File: src/rtl/ldpc_dec_sched.sv
`default_nettype none
// ============================================================================
// ldpc_dec_sched: round-robin scheduler sharing one LDPC decoder between two
// requesters, with completion watchdog and decoder recovery. Revision: 1.0
// ============================================================================
module ldpc_dec_sched #(
  parameter int TIMEOUT     = 40,
  parameter int RECOVER_CYC = 2,
  parameter int CNT_W       = 16
) (
  input  logic             clk,
  input  logic             rst,
  input  logic [1:0]       req_valid,
  input  logic [11:0]      req_code0,
  input  logic [11:0]      req_code1,
  output logic [1:0]       req_ready,
  output logic             resp_valid,
  input  logic             resp_ready,
  output logic             resp_id,
  output logic [3:0]       resp_msg,
  output logic             resp_err,
  output logic [11:0]      dec_code,
  output logic             dec_start,
  output logic             dec_rst_n,
  input  logic [3:0]       dec_msg,
  input  logic             dec_tx_en,
  output logic             busy,
  output logic [CNT_W-1:0] done_cnt,
  output logic [CNT_W-1:0] err_cnt
);

  localparam int WD_W = (TIMEOUT > 1) ? $clog2(TIMEOUT) : 1;
  localparam int RC_W = (RECOVER_CYC > 1) ? $clog2(RECOVER_CYC) : 1;

  typedef enum logic [2:0] {
    S_IDLE    = 3'd0,
    S_LAUNCH  = 3'd1,
    S_WAIT    = 3'd2,
    S_RESP    = 3'd3,
    S_RECOVER = 3'd4
  } state_t;

  state_t           state_q, state_d;
  logic             last_grant_q, last_grant_d;
  logic             grant_id_q, grant_id_d;
  logic [11:0]      dec_code_q, dec_code_d;
  logic [WD_W-1:0]  wd_cnt_q, wd_cnt_d;
  logic [RC_W-1:0]  rec_cnt_q, rec_cnt_d;
  logic             resp_id_q, resp_id_d;
  logic [3:0]       resp_msg_q, resp_msg_d;
  logic             resp_err_q, resp_err_d;
  logic [CNT_W-1:0] done_cnt_q, done_cnt_d;
  logic [CNT_W-1:0] err_cnt_q, err_cnt_d;

  logic             winner;
  logic [1:0]       grant_oh;

  // Contention goes to whoever was not served last; otherwise the lone requester.
  always_comb begin
    winner   = (req_valid == 2'b11) ? ~last_grant_q : req_valid[1];
    grant_oh = 2'b00;
    if (state_q == S_IDLE && (|req_valid)) begin
      grant_oh[winner] = 1'b1;
    end
  end

  always_comb begin
    state_d      = state_q;
    last_grant_d = last_grant_q;
    grant_id_d   = grant_id_q;
    dec_code_d   = dec_code_q;
    wd_cnt_d     = wd_cnt_q;
    rec_cnt_d    = rec_cnt_q;
    resp_id_d    = resp_id_q;
    resp_msg_d   = resp_msg_q;
    resp_err_d   = resp_err_q;
    done_cnt_d   = done_cnt_q;
    err_cnt_d    = err_cnt_q;
    case (state_q)
      S_IDLE: begin
        if (|grant_oh) begin
          dec_code_d   = winner ? req_code1 : req_code0;
          grant_id_d   = winner;
          last_grant_d = winner;
          state_d      = S_LAUNCH;
        end
      end
      S_LAUNCH: begin
        wd_cnt_d = '0;
        state_d  = S_WAIT;
      end
      S_WAIT: begin
        // Completion beats the watchdog when both land in the same cycle.
        if (dec_tx_en) begin
          resp_msg_d = dec_msg;
          resp_err_d = 1'b0;
          resp_id_d  = grant_id_q;
          if (done_cnt_q != {CNT_W{1'b1}}) done_cnt_d = done_cnt_q + 1'b1;
          state_d    = S_RESP;
        end else if (wd_cnt_q == WD_W'(TIMEOUT - 1)) begin
          resp_msg_d = 4'h0;
          resp_err_d = 1'b1;
          resp_id_d  = grant_id_q;
          if (err_cnt_q != {CNT_W{1'b1}}) err_cnt_d = err_cnt_q + 1'b1;
          rec_cnt_d  = '0;
          state_d    = S_RECOVER;
        end else begin
          wd_cnt_d = wd_cnt_q + 1'b1;
        end
      end
      S_RECOVER: begin
        if (rec_cnt_q == RC_W'(RECOVER_CYC - 1)) begin
          state_d = S_RESP;
        end else begin
          rec_cnt_d = rec_cnt_q + 1'b1;
        end
      end
      S_RESP: begin
        if (resp_ready) state_d = S_IDLE;
      end
      default: state_d = S_IDLE;
    endcase
  end

  always_ff @(posedge clk) begin
    if (rst) begin
      state_q      <= S_IDLE;
      last_grant_q <= 1'b1;
      grant_id_q   <= 1'b0;
      dec_code_q   <= '0;
      wd_cnt_q     <= '0;
      rec_cnt_q    <= '0;
      resp_id_q    <= 1'b0;
      resp_msg_q   <= '0;
      resp_err_q   <= 1'b0;
      done_cnt_q   <= '0;
      err_cnt_q    <= '0;
    end else begin
      state_q      <= state_d;
      last_grant_q <= last_grant_d;
      grant_id_q   <= grant_id_d;
      dec_code_q   <= dec_code_d;
      wd_cnt_q     <= wd_cnt_d;
      rec_cnt_q    <= rec_cnt_d;
      resp_id_q    <= resp_id_d;
      resp_msg_q   <= resp_msg_d;
      resp_err_q   <= resp_err_d;
      done_cnt_q   <= done_cnt_d;
      err_cnt_q    <= err_cnt_d;
    end
  end

  assign req_ready  = grant_oh;
  assign resp_valid = (state_q == S_RESP);
  assign resp_id    = resp_id_q;
  assign resp_msg   = resp_msg_q;
  assign resp_err   = resp_err_q;
  assign dec_code   = dec_code_q;
  assign dec_start  = (state_q == S_LAUNCH);
  assign dec_rst_n  = !(rst || state_q == S_RECOVER);
  assign busy       = (state_q != S_IDLE);
  assign done_cnt   = done_cnt_q;
  assign err_cnt    = err_cnt_q;

endmodule
`default_nettype wire

File: config.mk
export PLATFORM = sky130hd
export DESIGN_NAME = ldpc_dec_sched
export DESIGN_NICKNAME = d
export VERILOG_FILES = /design/src/rtl/ldpc_dec_sched.sv
export SDC_FILE = /design/constraint.sdc
export NUM_CORES = 1
export LEC_CHECK = 0
export CAP_MARGIN = 20
export CORE_MARGIN = 2
export CORE_UTILIZATION = 35
export CTS_BUF_LIST = sky130_fd_sc_hd__clkbuf_4
export DETAILED_ROUTE_END_ITERATION = 8
export SLEW_MARGIN = 5
export SYNTH_ARGS = -nofsm -noshare
export SYNTH_HDL_FRONTEND = slang
export SYNTH_SLANG_ARGS = --single-unit
File: constraint.sdc
create_clock -name clk -period 2.03 [get_ports clk]
set_input_delay 0.203 -clock clk [delete_from_list [all_inputs] [get_ports clk]]
set_output_delay 0.203 -clock clk [all_outputs]
set_load 0.005 [all_outputs]
* After elaboration in Yosys (flattened, before gate mapping) *
Index checks and enable logic that the tools add are counted.

word-level totals
  bits in registers = 62
  input bits = 34
  output and inout bits = 56
  word-level logic and storage cells = 76

cells by class
  add/sub/neg operators = 4
  order comparisons = 2
  equality and inequality tests = 15
  multiplexer cells = 24
  bitwise logic cells = 2
  reduce and logical (&&, ||, !) cells = 18

operators with widths
  operator                                                                number
  16-bit by 1-bit adder with 16-bit output (second input constant)        2
  16-bit != test (second input constant)                                  2
  3-bit 2-to-1 mux                                                        5
  3-bit one-hot mux with 5 select lines                                   1
  12-bit 2-to-1 mux                                                       1
  6-bit 2-to-1 mux                                                        2
  6-bit one-hot mux with 2 select lines                                   1
  1-bit 2-to-1 mux                                                        9
  3-bit AND reduction                                                     3
  4-bit 2-to-1 mux                                                        2
  2-bit != test (second input constant)                                   4
  4-bit AND reduction                                                     2
  6-bit by 1-bit adder with 6-bit output (second input constant)          1
  3-bit by 2-bit equality test with 1-bit output (second input constant)  2
  6-bit equality test (second input constant)                             1
  2-bit nonzero test                                                      3
  2-bit by 1-bit != test with 1-bit output (second input constant)        2
  2-bit AND reduction                                                     2
  2-bit OR reduction                                                      2
  3-bit by 1-bit equality test with 1-bit output (second input constant)  1
  3-bit equality test (second input constant)                             1
  3-bit logical NOT                                                       1
  3-bit != test (second input constant)                                   1
  3-bit nonzero test                                                      1
  11 further kinds                                                        13

* Depth between registers and ports, before layout *
Gate-level depths: netlist of run 1.

  depth in word-level cells = 10
  gate-level depth with buffers = 7
  gate-level depth less buffers = 6

* Least setup slack after synthesis of run 1 *
No wires, ideal clock.

  path type = flip-flop to flip-flop
  from = register err_cnt_q[0], in the netlist err_cnt[0]
  to = register err_cnt_q[15], in the netlist err_cnt[15]
  library setup time = 0.121 ns
  data arrival time = 1.693 ns
  required time = 1.909 ns
  setup slack = 0.216 ns
  stages on the path, launching flop included = 7
  path buffers = 0
  period minus slack after synthesis = 1.814 ns
  path through = dfxtp_1 > ha_1 > nand4_1 > nor4_4 > nor3_2 > and4_1 > mux2_4

between the ends
  longest elaborated chain between the ends = 2
  elaborated cells between the ends (all ways) = 3
  those cells by class = add/sub: 1; eq/ne: 1; reduce/logical: 1

ends and longest elaborated chain
  what                                                                                              line  RTL
  start, declared                                                                                   53    logic [CNT_W-1:0] err_cnt_q, err_cnt_d;
  start signal, assigned                                                                            149   err_cnt_q <= err_cnt_d;
  parallel branches: the longest is 2 deep, another holds 16-bit by 1-bit adder with 16-bit output  --

Parallel ways; which one is timed is not known.
A chain may end at the register's enable or synchronous reset.

* Worst setup path after layout of run 1 *
  from = register state_q[0]
  to = output dec_rst_n

between the ends
  longest elaborated chain between the ends = 3

ends and longest elaborated chain
  what                    line  RTL
  start, declared         43    state_t state_q, state_d;
  start signal, assigned  139   state_q <= state_d;
  3-bit equality test     160   assign dec_rst_n = !(rst || state_q == S_RECOVER);
  1-bit logical OR        160
  1-bit logical NOT       160
  end, declared           24    output logic dec_rst_n,

Every way passes these cells.

==> impl_metrics.csv, run 1 <==
group,metric,value,unit
outcome,outcome,"finished, final reports clean",
worst_setup_path,timing.critical_path.buf_inv,2,
place,place.detailed.instances,522,
routing,route.final.wire_length,7.373,mm
finish,fillerInstances,799,
floorplanning,chipHeight,96.11,um
synth,synth.area.top_cells,"dfxtp_1 42%, nor2_1 7.8%, xnor2_1 4.4%",
finish,flow.area_growth_from_synthesis,41.93,%
min_path,hp-start,"rst",
clock_network,tritoncts.num_buffers,9,
routing,number_of_antenna_violating_nets_in_the_routed_design,0,
sta,finalHoldViolCount,0,
synth,post_synth_instance_area,0.002969,sq mm
clock_network,clk_latency,380,ps
power_and_ir_drop,worst_ir_drop_vdd,0.3490,mV
worst_setup_path,timing.critical_path.required,1830,ps
floorplanning,die_area,0.009236,sq mm
global_route,grt_pass1_wl,12.38,mm
sta,report.final.setup_viol,0,
power_and_ir_drop,totalPowerFinal,2.745,mW
global_route,met3_track_utilization_from_global_routing,0.05403,
sta,min_period,1896,ps
global_route,initial_antenna_violation_count,0,
routing,detail_route.iter0.violations,123,
sta,clock-skew-final,11.01,ps
min_path,hold_class,"input port to flip-flop",
global_route,met1_usage_in_global_routing,0.2124,
synth,synth_cell_type_count,47,
floorplanning,num_rows,33,
clock_network,ctsHoldBuffers,0,
synth,synthCells,321,
worst_setup_path,peak_per_stage_delay_on_the_critical_path,480,ps
worst_setup_path,critPathMaxFanout,6,
sta,postLayoutSetupSlackWorst,133.6,ps
clock_network,clkTransAtPathRegs,100,ps
floorplanning,die-width,96.11,um
finish,instances_no_fill,537,
routing,drt_first_pass_iters,5,
finish,antenna_cells_inserted,0,
synth,postSynthAreaPerCell,9.250,sq um
worst_setup_path,critPathTopFamily,"buffers and inverters",
floorplanning,core-area,0.008217,sq mm
synth,synth_edf_count,0,
synth,synth_seq_area_share,0.4180,
power_and_ir_drop,seq_power_share,0.491,
sta,grt_setup_unrepaired,"no",
routing,vias_per_cell,5.132,
sta,slew_headroom,0.7402,
global_route,via_count_of_the_first_global_routing_pass,2674,
global_route,grt_remaining_overflow,0,
worst_setup_path,cp-startpoint,"state_q[0]",
place,hpwl,5.355,mm
floorplanning,floorplan.initialDensity,0.3614,
sta,tightest_slew,379.9,ps
clock_network,clock_root_buffer,"clkbuf_4",
clock_network,postCtsSetupBuffers,0,
synth,ys_seq_elements,62,
floorplanning,top_level_ports,90,
clock_network,clock_sinks,62,
routing,drcViolationCount,0,
worst_setup_path,beginning_of_the_worst_register_to_register_path,"err_cnt[0]",
power_and_ir_drop,switching_power,0.7430,mW
global_route,total_global_route_track_usage,0.1709,
worst_setup_path,critPathKind,"flip-flop to output pin",
power_and_ir_drop,power.combinational.fraction,0.214,
worst_setup_path,timing.critical_path.slowest_stage_cell,"clkdlybuf4s50_1",
synth,ys_dominant_reg_cell,"dfxtp_1",
power_and_ir_drop,internal_power,2.002,mW
sta,max_clock_freq,0.5273,GHz
synth,synthesis.nets,358,
synth,synth.yosys.warnings,0,
synth,ranking_of_synthesized_cells_by_instance_count,"62 x dfxtp_1, 62 x nor2_1, 15 x nand2_1, 15 x nand4_1, 15 x xnor2_1",
power_and_ir_drop,total_leakage_power,1.498,nW
global_route,busiest_layer,"met2",
power_and_ir_drop,power.clock.fraction,0.295,
routing,wl_per_cell,13.73,um
synth,synth_top_area_share,0.4180,
power_and_ir_drop,pwr_density,651.3,mW/mm^2
sta,report.final.slew_viol_count,0,
place,portBuffers,89,
global_route,met2_usage,0.2778,
worst_setup_path,worst_setup_path_start_kind,"flip-flop",
global_route,largest_net_degree_at_the_start_of_global_routing,61,
synth,async_flop_share,0,
finish,nets,465,
clock_network,cts_tree,"yes",
power_and_ir_drop,fraction_of_power_spent_switching_nets,0.2707,
worst_setup_path,critical_path_arrival,1690,ps
finish,final_layout_size_suffix_gt1_frac,0.1481,
routing,route.vias.total,2756,
worst_setup_path,critical_path.cell_chain,"buf_4 -> nor2_1 -> a21oi_1 -> clkdlybuf4s50_1",
synth,synth.largest_area_cell,"dfxtp_1",
job,maxCapViolations,0,
worst_setup_path,cp_endpoint_kind,"output pin",
clock_network,h-tree-depth,3,
place,dp_worst_setup_slack,-35.67,ps
clock_network,clock_path_buffers,2,
sta,layout_worst_path_cycle_share,0.9342,
place,routabilityCongestion,0.8152,
-- what timing repair did --
action                                  in CTS  in global routing
resized for setup                            3                  7
pin swaps                                    0                  0
endpoints found under the setup margin       4                  4
-- final cells by class --
cell class | count | area (sq um) | share of cell area
inverters | 3 | 11.26 | 0.002672
clock inverters | 5 | 51.30 | 0.01217
repair buffers | 112 | 1085 | 0.2574
well taps | 105 | 131.4 | 0.03118
multi-input cells | 240 | 1613 | 0.3827
flip-flops and latches | 62 | 1247 | 0.2960
clock buffers | 10 | 75.07 | 0.01781
-- power by group through the flow --
stage                     combinational (mW)  clock [mW]  sequential, mW
after global routing                   0.647       0.914            1.36
after detailed placement               0.588           0            1.36
after floorplan                        0.304           0            1.35
final                                  0.588       0.809            1.35
after CTS                              0.590       0.841            1.34
after global placement                 0.582           0            1.37
-- cells by family after synthesis --
kind of cell             share of synthesized area
AND/OR/NAND/NOR                             0.3135
flip-flops                                  0.4180
AO/OA/AOI/OAI                               0.1100
XOR/XNOR                                   0.08555
buffers and inverters                      0.04509
multiplexers                               0.01517
adder cells (fa/ha/maj)                    0.01264
-- layout by cell type (no fill, tap or decap), drive strengths merged, types with 7 or more instances in the layout --
cell and instances:
and3 7, nor2 62, a21oi 11, nand2 15
nor4 8, dfxtp 62, nor3 13, a222oi 12
xor2 14, buf 24, nand3 12, nand4 15
clkdlybuf4s50 86, xnor2 15, clkbuf 10
-- routing by layer --
metal	up-vias	wire, um
met5	-	0
met2	83	3448
li1	1388	-
met4	0	89
met3	7	540
met1	1278	3295
-- state kept, by name, summed over array words and instances, names as in the netlist --
register,count
dec_code,12
resp_id,1
wd_cnt_q,6
err_cnt,16
resp_msg,4
grant_id_q,1
resp_err,1
state_q,3
rec_cnt_q,1
done_cnt,16
last_grant_q,1
-- path summary, 6_finish.rpt --
path	to	slack, ps	depth (start not counted)
max	dec_rst_n	130	4
min	wd_cnt_q[1]	280	3
max reg2reg	err_cnt[15]	230	6
min reg2reg	grant_id_q	500	2
-- worst register-to-register path, stage by stage (launching register included) --
cell and delay [ps]:
dfxtp_1 400, ha_1 210, nand4_1 190, nor4_4 310, nor3_2 90, and4_1 220
mux2_4 290
-- through the flow --
| step | setup TNS (ps) | utilization | hold WS [ps] | area, sq um |
|---|---|---|---|---|
| 4_1_cts | 0 | 0.5103 | 276.3 | 4193 |
| 3_5_place_dp | -81.65 | 0.4943 | 487.1 | 4061 |
| 3_3_place_gp | 0 | 0.4943 | 467.2 | 4061 |
| 5_1_grt | 0 | 0.5129 | 283.9 | 4214 |
| 6_report | 0 | 0.5129 | 284.4 | 4214 |
| 2_1_floorplan | 0 | - | 364.8 | 2969 |
Power figures use the tool's default switching activity.
==> inputs of run 2 (changes only) <==
--- a/config.mk
+++ b/config.mk
@@ -6,10 +6,14 @@
 export NUM_CORES = 1
 export LEC_CHECK = 0
 export CAP_MARGIN = 20
+export CELL_PAD_IN_SITES_DETAIL_PLACEMENT = 0
+export CELL_PAD_IN_SITES_GLOBAL_PLACEMENT = 1
 export CORE_MARGIN = 2
 export CORE_UTILIZATION = 35
 export CTS_BUF_LIST = sky130_fd_sc_hd__clkbuf_4
 export DETAILED_ROUTE_END_ITERATION = 8
+export HOLD_SLACK_MARGIN = 0.02
+export PLACE_DENSITY_LB_ADDON = 0.1
 export SLEW_MARGIN = 5
 export SYNTH_ARGS = -nofsm -noshare
 export SYNTH_HDL_FRONTEND = slang
==> run 2 against run 1 <==
Via count decreased by 0.62%. Power rose by 2.2%. Cell count up 0.56%. Critical path depth is 1 lower. Global-route usage rose by 0.24 points. Combinational power grew 2%.
==> impl_metrics.csv, run 2 (synthesized netlist as in run 1, its figures left out) <==
group,metric,value,unit
outcome,outcome,"finished, final reports clean",
place,routabilityCongestion,0.8110,
routing,route.vias.total,2739,
routing,wl_per_cell,14.03,um
clock_network,h-tree-depth,3,
sta,layout_worst_path_cycle_share,0.9232,
sta,report.final.setup_viol,0,
floorplanning,die_area,0.009236,sq mm
finish,nets,467,
global_route,total_global_route_track_usage,0.1733,
global_route,grt_remaining_overflow,0,
sta,report.final.slew_viol_count,0,
routing,number_of_antenna_violating_nets_in_the_routed_design,0,
sta,grt_setup_unrepaired,"no",
place,place.detailed.instances,524,
finish,flow.area_growth_from_synthesis,41.80,%
place,dp_worst_setup_slack,4.942,ps
place,post_dp_cell_area,0.004064,sq mm
floorplanning,chipHeight,96.11,um
min_path,hold_path_depth,3,
clock_network,postCtsSetupBuffers,0,
place,portBuffers,89,
clock_network,cts_tree,"yes",
clock_network,clock_root_buffer,"clkbuf_4",
clock_network,clock_path_buffers,2,
worst_setup_path,critPathKind,"flip-flop to output pin",
finish,leading_cell_type_in_the_layout_fill_and_taps_excluded,"clkdlybuf4s50_1",
power_and_ir_drop,pwr_density,666.5,mW/mm^2
sta,tightest_slew,349.2,ps
clock_network,tritoncts.num_buffers,9,
worst_setup_path,ff2ff_path_depth,6,
floorplanning,core-area,0.008217,sq mm
finish,instances_no_fill,540,
routing,detail_route.iter0.violations,97,
worst_setup_path,critPathMaxFanout,8,
worst_setup_path,cp_endpoint_kind,"output pin",
clock_network,clock_sinks,62,
worst_setup_path,peak_per_stage_delay_on_the_critical_path,540,ps
global_route,via_count_of_the_first_global_routing_pass,2594,
global_route,initial_antenna_violation_count,0,
global_route,grt_pass1_wl,12.36,mm
finish,antenna_cells_inserted,0,
worst_setup_path,timing.critical_path.slowest_stage_cell,"clkdlybuf4s50_1",
finish,final_cell_mix,"86 x clkdlybuf4s50_1, 61 x nor2_1, 59 x dfxtp_1",
routing,route.final.wire_length,7.577,mm
worst_setup_path,critical_path.cell_chain,"nor2_1 -> a21oi_1 -> clkdlybuf4s50_1",
clock_network,clk_latency,400,ps
sta,clock-skew-final,13.12,ps
job,maxCapViolations,0,
finish,final_layout_size_suffix_gt1_frac,0.1563,
sta,tns,0,ps
sta,postLayoutSetupSlackWorst,155.8,ps
floorplanning,floorplan.initialDensity,0.3614,
sta,finalHoldViolCount,0,
global_route,largest_net_degree_at_the_start_of_global_routing,61,
worst_setup_path,worst_setup_path_start_kind,"flip-flop",
floorplanning,num_rows,33,
routing,drt_first_pass_iters,5,
floorplanning,die-width,96.11,um
worst_setup_path,critical_path_arrival,1670,ps
power_and_ir_drop,worst_ir_drop_vdd,0.3738,mV
routing,drcViolationCount,0,
finish,post-route-cell-area,0.004210,sq mm
place,hpwl,5.417,mm
sta,max_clock_freq,0.5336,GHz
min_path,hold_class,"input port to flip-flop",
sta,slew_headroom,0.7612,
routing,vias_per_cell,5.072,
sta,min_period,1874,ps
worst_setup_path,timing.critical_path.required,1830,ps
floorplanning,top_level_ports,90,
power_and_ir_drop,total_leakage_power,1.497,nW
clock_network,clkTransAtPathRegs,100,ps
## run 2: layout make-up
cell class | instances | area (sq um)
Fill cell | 800 | 4006
Clock inverter | 5 | 50.05
Inverter | 3 | 11.26
Timing Repair Buffer | 114 | 1084
Multi-Input combinational cell | 240 | 1607
Sequential cell | 62 | 1245
Clock buffer | 11 | 82.58
Tap cell | 105 | 131.4
## run 2: metrics by stage
step	hold WS [ps]	power, mW	util
after floorplan	364.8	1.656	-
after global placement	477.0	1.969	0.4946
after detailed placement	483.1	1.968	0.4946
after CTS	268.7	2.841	0.5123
after global routing	258.4	2.945	0.5124
final	262.9	2.806	0.5124
## run 2: what timing repair did
action | in CTS | in global routing
pin swaps | 0 | 0
setup endpoints to repair | 3 | 1
endpoints found under the hold margin | 0 | 0
hold buffers | 0 | 0
gates resized for setup | 7 | 1
## run 2: worst paths after layout
check	from	to	slack [ps]
hold / removal	rst	err_cnt[0]	260
setup / recovery	state_q[0]	dec_rst_n	160
setup reg to reg	err_cnt[1]	err_cnt[15]	200
hold reg to reg	grant_id_q	grant_id_q	500
## run 2: critical path, delay by kind of cell, from the launching register on
kind	cells	cell delay, ps
compound gates	1	170
simple gates	1	120
flops	1	450
buf+inv	1	540
## run 2: where the power goes
part	internal (mW)	total (mW)	leakage, nW	switching, mW
clock network	0.396	0.860	0.0804	0.464
registers	1.29	1.35	0.504	0.0604
logic	0.345	0.599	0.913	0.255
total	2.03	2.81	1.50	0.779
## run 2: per-layer routing
| metal | vias up | track usage | part of all wire |
|---|---|---|---|
| li1 | 1394 | - | - |
| met1 | 1266 | 0.2253 | 0.47 |
| met2 | 69 | 0.2755 | 0.46 |
| met3 | 10 | 0.04464 | 0.049 |
| met4 | 0 | 0.06548 | 0.014 |
| met5 | - | 0 | 0 |
==> edit 1 (flow settings as in run 1) <==
The parameter `RECOVER_CYC` goes from 2 to 4.
--- a/src/rtl/ldpc_dec_sched.sv
+++ b/src/rtl/ldpc_dec_sched.sv
@@ -5,7 +5,7 @@
 // ============================================================================
 module ldpc_dec_sched #(
   parameter int TIMEOUT     = 40,
-  parameter int RECOVER_CYC = 2,
+  parameter int RECOVER_CYC = 4,
   parameter int CNT_W       = 16
 ) (
   input  logic             clk,
Function: no difference found for any inputs over 10 cycles, from zero or initial values and one cycle with rst high; that may be too few to reach the edited logic, so the function may still have changed.
==> edit 1 against run 1 <==
Power is 9.8% lower. Sequential cell count grew 1. Count of clock-buffer cells in the layout unchanged. Design area grew 4.7%. Synthesized area rose by 1.6%. Synthesized cell count grew 11%. Wire length rose by 13%. Worst setup slack worse by 0.030 ns. Largest cell class unchanged.
==> edit 1: results (changes against run 1) <==
- Global-route met3 utilization: 0.04913 (-0.004900)
- Switch share: 0.2677 (-0.002989)
- Net count of the mapped netlist: 393 (+9.8%)
- Mean number of vias per cell: 5.466 (+6.5%)
- Maximum net fanout on the critical path: 9 (+3)
- Worst Setup Slack post-DPL: -0.1523 ns (-0.1167 ns)
- Detail Route met2 WL: 3.647 mm (+5.8%)
- Syn Area/Cell: 8.498 µm² (-8.1%)
- Cell variety after synth: 49 (+4.3%)
- Start point of the critical path: wd_cnt_q[0]$_SDFFE_PP0P_
- Met2 routing resource usage after global routing: 0.2756 (-0.002137)
- Met3 Routed Length: 485 µm (-10%)
- Largest net degree at the start of global routing: 66 (+8.2%)
- Setup slack, reg-to-reg: 0.10 ns (-0.13 ns)
- Final RePlAce weighted congestion: 0.7902 (-3.1%)
- Tot GR Track Use: 0.1754 (+0.004452)
- Worst hold path endpoint: rec_cnt_q[0]$_SDFFE_PP0P_
- Post-Place Cell Area: 4253 µm² (+4.7%)
- Number of violations reported at the end of detailed-routing iteration 0: 128 (+4.1%)
- Global-route wire length before repair: 13.92 mm (+12%)
- Commonest cells in the netlist: dfxtp_1, a21oi_1, nor2_1
- Status: completed
- Data arrival time at the worst-slack endpoint: 2.26 ns (+0.57 ns)
- Part of the Yosys area used for sequential elements: 0.4181 (about the same)
- Cell types with the largest area share after synthesis: dfxtp_1, a21oi_1, a222oi_1, or4_1, o21ai_0
- Fillers: 807 (+1.0%)
- Sequential-cell power consumption: 1.31 mW (-3%)
- Final Hold Slack: 0.3126 ns (+0.02829 ns)
- NumNets Final: 512 (+10%)
- Number of placed instances with taps included: 565 (+8.2%)
- Share of power burned in combinational logic: 0.202 (-0.012)
- Worst ir drop on vdd: 0.3166 mV (-9.3%)
- Drt total wl: 8.343 mm (+13%)
- Startpoint of the worst-slack reg-to-reg timing path: wd_cnt_q[0]$_SDFFE_PP0P_
- DP HPWL: 5.894 mm (+10%)
- Routed via count: 3176 (+15%)
- Power of the combinational group: 0.500 mW (-15%)
-- edit 1: area by class of cell --
| type | count | area share |
|---|---|---|
| clock buffer | 10 | 0.01701 |
| clock inverter | 3 | 0.003119 |
| inverter | 8 | 0.006805 |
| multi-input combinational | 262 | 0.3845 |
| sequential | 63 | 0.2861 |
| tap | 105 | 0.02977 |
| timing repair buffer | 130 | 0.2728 |
-- edit 1: logic make-up after synthesis --
group,count (synthesis),synth area share
muxes,5,0.01825
adders and majority gates,4,0.01659
DFF,63,0.4181
and+or+nand+nor,148,0.2866
AOI/OAI and AO/OA,103,0.2165
xor gates and xnor gates,2,0.005808
buffers and inverters,30,0.03816
-- edit 1: timing repair --
action,CTS,global route
setup buffers,2,1
gates resized for setup,7,4
pin swaps,3,1
setup endpoints to repair,3,15
-- edit 1: critical path, cell delays in order, from the launching register on --
cell and delay, ns:
dfxtp_1 0.33, ha_1 0.22, nor4bb_4 0.16, buf_4 0.17, or4_4 0.51, or3_1 0.35, a21oi_1 0.14
==> edit 2 (config.mk and constraints of run 1) <==
Made on the original files. Put one more register stage on the output `err_cnt`, with the module's reset. The value now appears one clock later. The other outputs are not delayed to match.
--- a/src/rtl/ldpc_dec_sched.sv
+++ b/src/rtl/ldpc_dec_sched.sv
@@ -160,7 +160,13 @@
   assign dec_rst_n  = !(rst || state_q == S_RECOVER);
   assign busy       = (state_q != S_IDLE);
   assign done_cnt   = done_cnt_q;
-  assign err_cnt    = err_cnt_q;
+  always_ff @(posedge clk) begin
+    if (rst) begin
+      err_cnt <= '0;
+    end else begin
+      err_cnt <= err_cnt_q;
+    end
+  end
 
 endmodule
 `default_nettype wire
Function: no difference found for any inputs over 10 cycles, from zero or initial values and one cycle with rst high; that may be too few to reach the edited logic, so the function may still have changed.
==> edit 2 against run 1 <==
Register-to-register slack got worse by 0.17 ns. Synthesized cell count increased by 11%. Design area increased by 11%. Wire length increased by 5.0%. Combinational power decreased by 35%. Count of clock-buffer cells in the layout increased by 1. Hold slack got worse by 0.0078 ns. Synthesized area increased by 10%. Non-clock buffer count increased by 14. Worst setup slack got worse by 0.070 ns. First-iteration DRC count unchanged. Sequential cell count increased by 16. Power increased by 6.6%. Critical endpoint is now err_cnt_q[9]$_SDFFE_PP0P_. Largest power group unchanged.
==> edit 2: results (changes against run 1) <==
- Commonest cells in the netlist: dfxtp_1, nor2_1, clkbuf_1, nand2_1, xnor2_1
- Final RePlAce weighted congestion: 0.7510 (-7.9%)
- Net count of the mapped netlist: 394 (+10%)
- DP HPWL: 5.499 mm (+2.7%)
- Number of global-route vias before repair: 2830 (+5.8%)
- Startpoint of the worst-slack reg-to-reg timing path: state_q[0]$_SDFFE_PP0P_
- Status: completed
- Post-synthesis xor/xnor area fraction: 0.05885 (-0.02670)
- Worst Setup Slack post-DPL: -0.2122 ns (-0.1765 ns)
- Number of clock sinks seen by CTS: 78 (+26%)
- Largest net degree at the start of global routing: 29 (-52%)
- Final Hold Slack: 0.2765 ns (-0.007827 ns)
- Worst setup path class: reg2reg
- End of the worst register-to-register path: err_cnt_q[9]$_SDFFE_PP0P_
- Leakage: 1.716 nW (+15%)
- Final core occ: 0.5111 (-0.001726)
- Final worst clock skew: 0.01829 ns (+0.007281 ns)
- Fillers: 880 (+10%)
- Signal buffers share of area: 0.2482 (-0.009229)
- Clock buffer and inverter area fraction after layout: 0.03022 (+0.0002338)
- Nonclk buf count: 126 (+13%)
- Routed WL per cell: 13.09 µm (-4.6%)
- Final-layout clock buffer total: 11 (+1)
- Complex-gate fraction of the synthesized area: 0.09782 (-0.01217)
- Part of the Yosys area used for sequential elements: 0.4769 (+0.05885)
- Worst-Margin Slew: 0.3870 ns (+0.007158 ns)
[edit 2: timing repair]
action / CTS / global route
gates cloned: 0 / 0
setup endpoints to repair: 5 / 22
pin swaps: 0 / 1
resized for setup: 4 / 13
[edit 2: tightest hold or removal path: stages]
cell and delay [ns]:
buf_2 0.13, buf_4 0.21, nor2_1 0.11
[edit 2: where the power goes]
part | internal (mW) | switching (mW) | leakage, nW
sequential | 1.57 | 0.0262 | 0.632
combinational | 0.221 | 0.163 | 1.01
clock | 0.406 | 0.539 | 0.0735
[edit 2: stage by stage]
step	power, mW	setup TNS (ns)
3_3_place_gp	2.011	-1.332
6_report	2.926	0
2_1_floorplan	1.794	0
5_1_grt	3.057	0
3_5_place_dp	2.012	-1.803
4_1_cts	2.970	-0.02940
[edit 2: routing by layer]
layer,track usage,wire length (µm)
met5,0,0
met4,0.06428,127
met3,0.04785,544
met2,0.2528,3500
met1,0.1910,3566
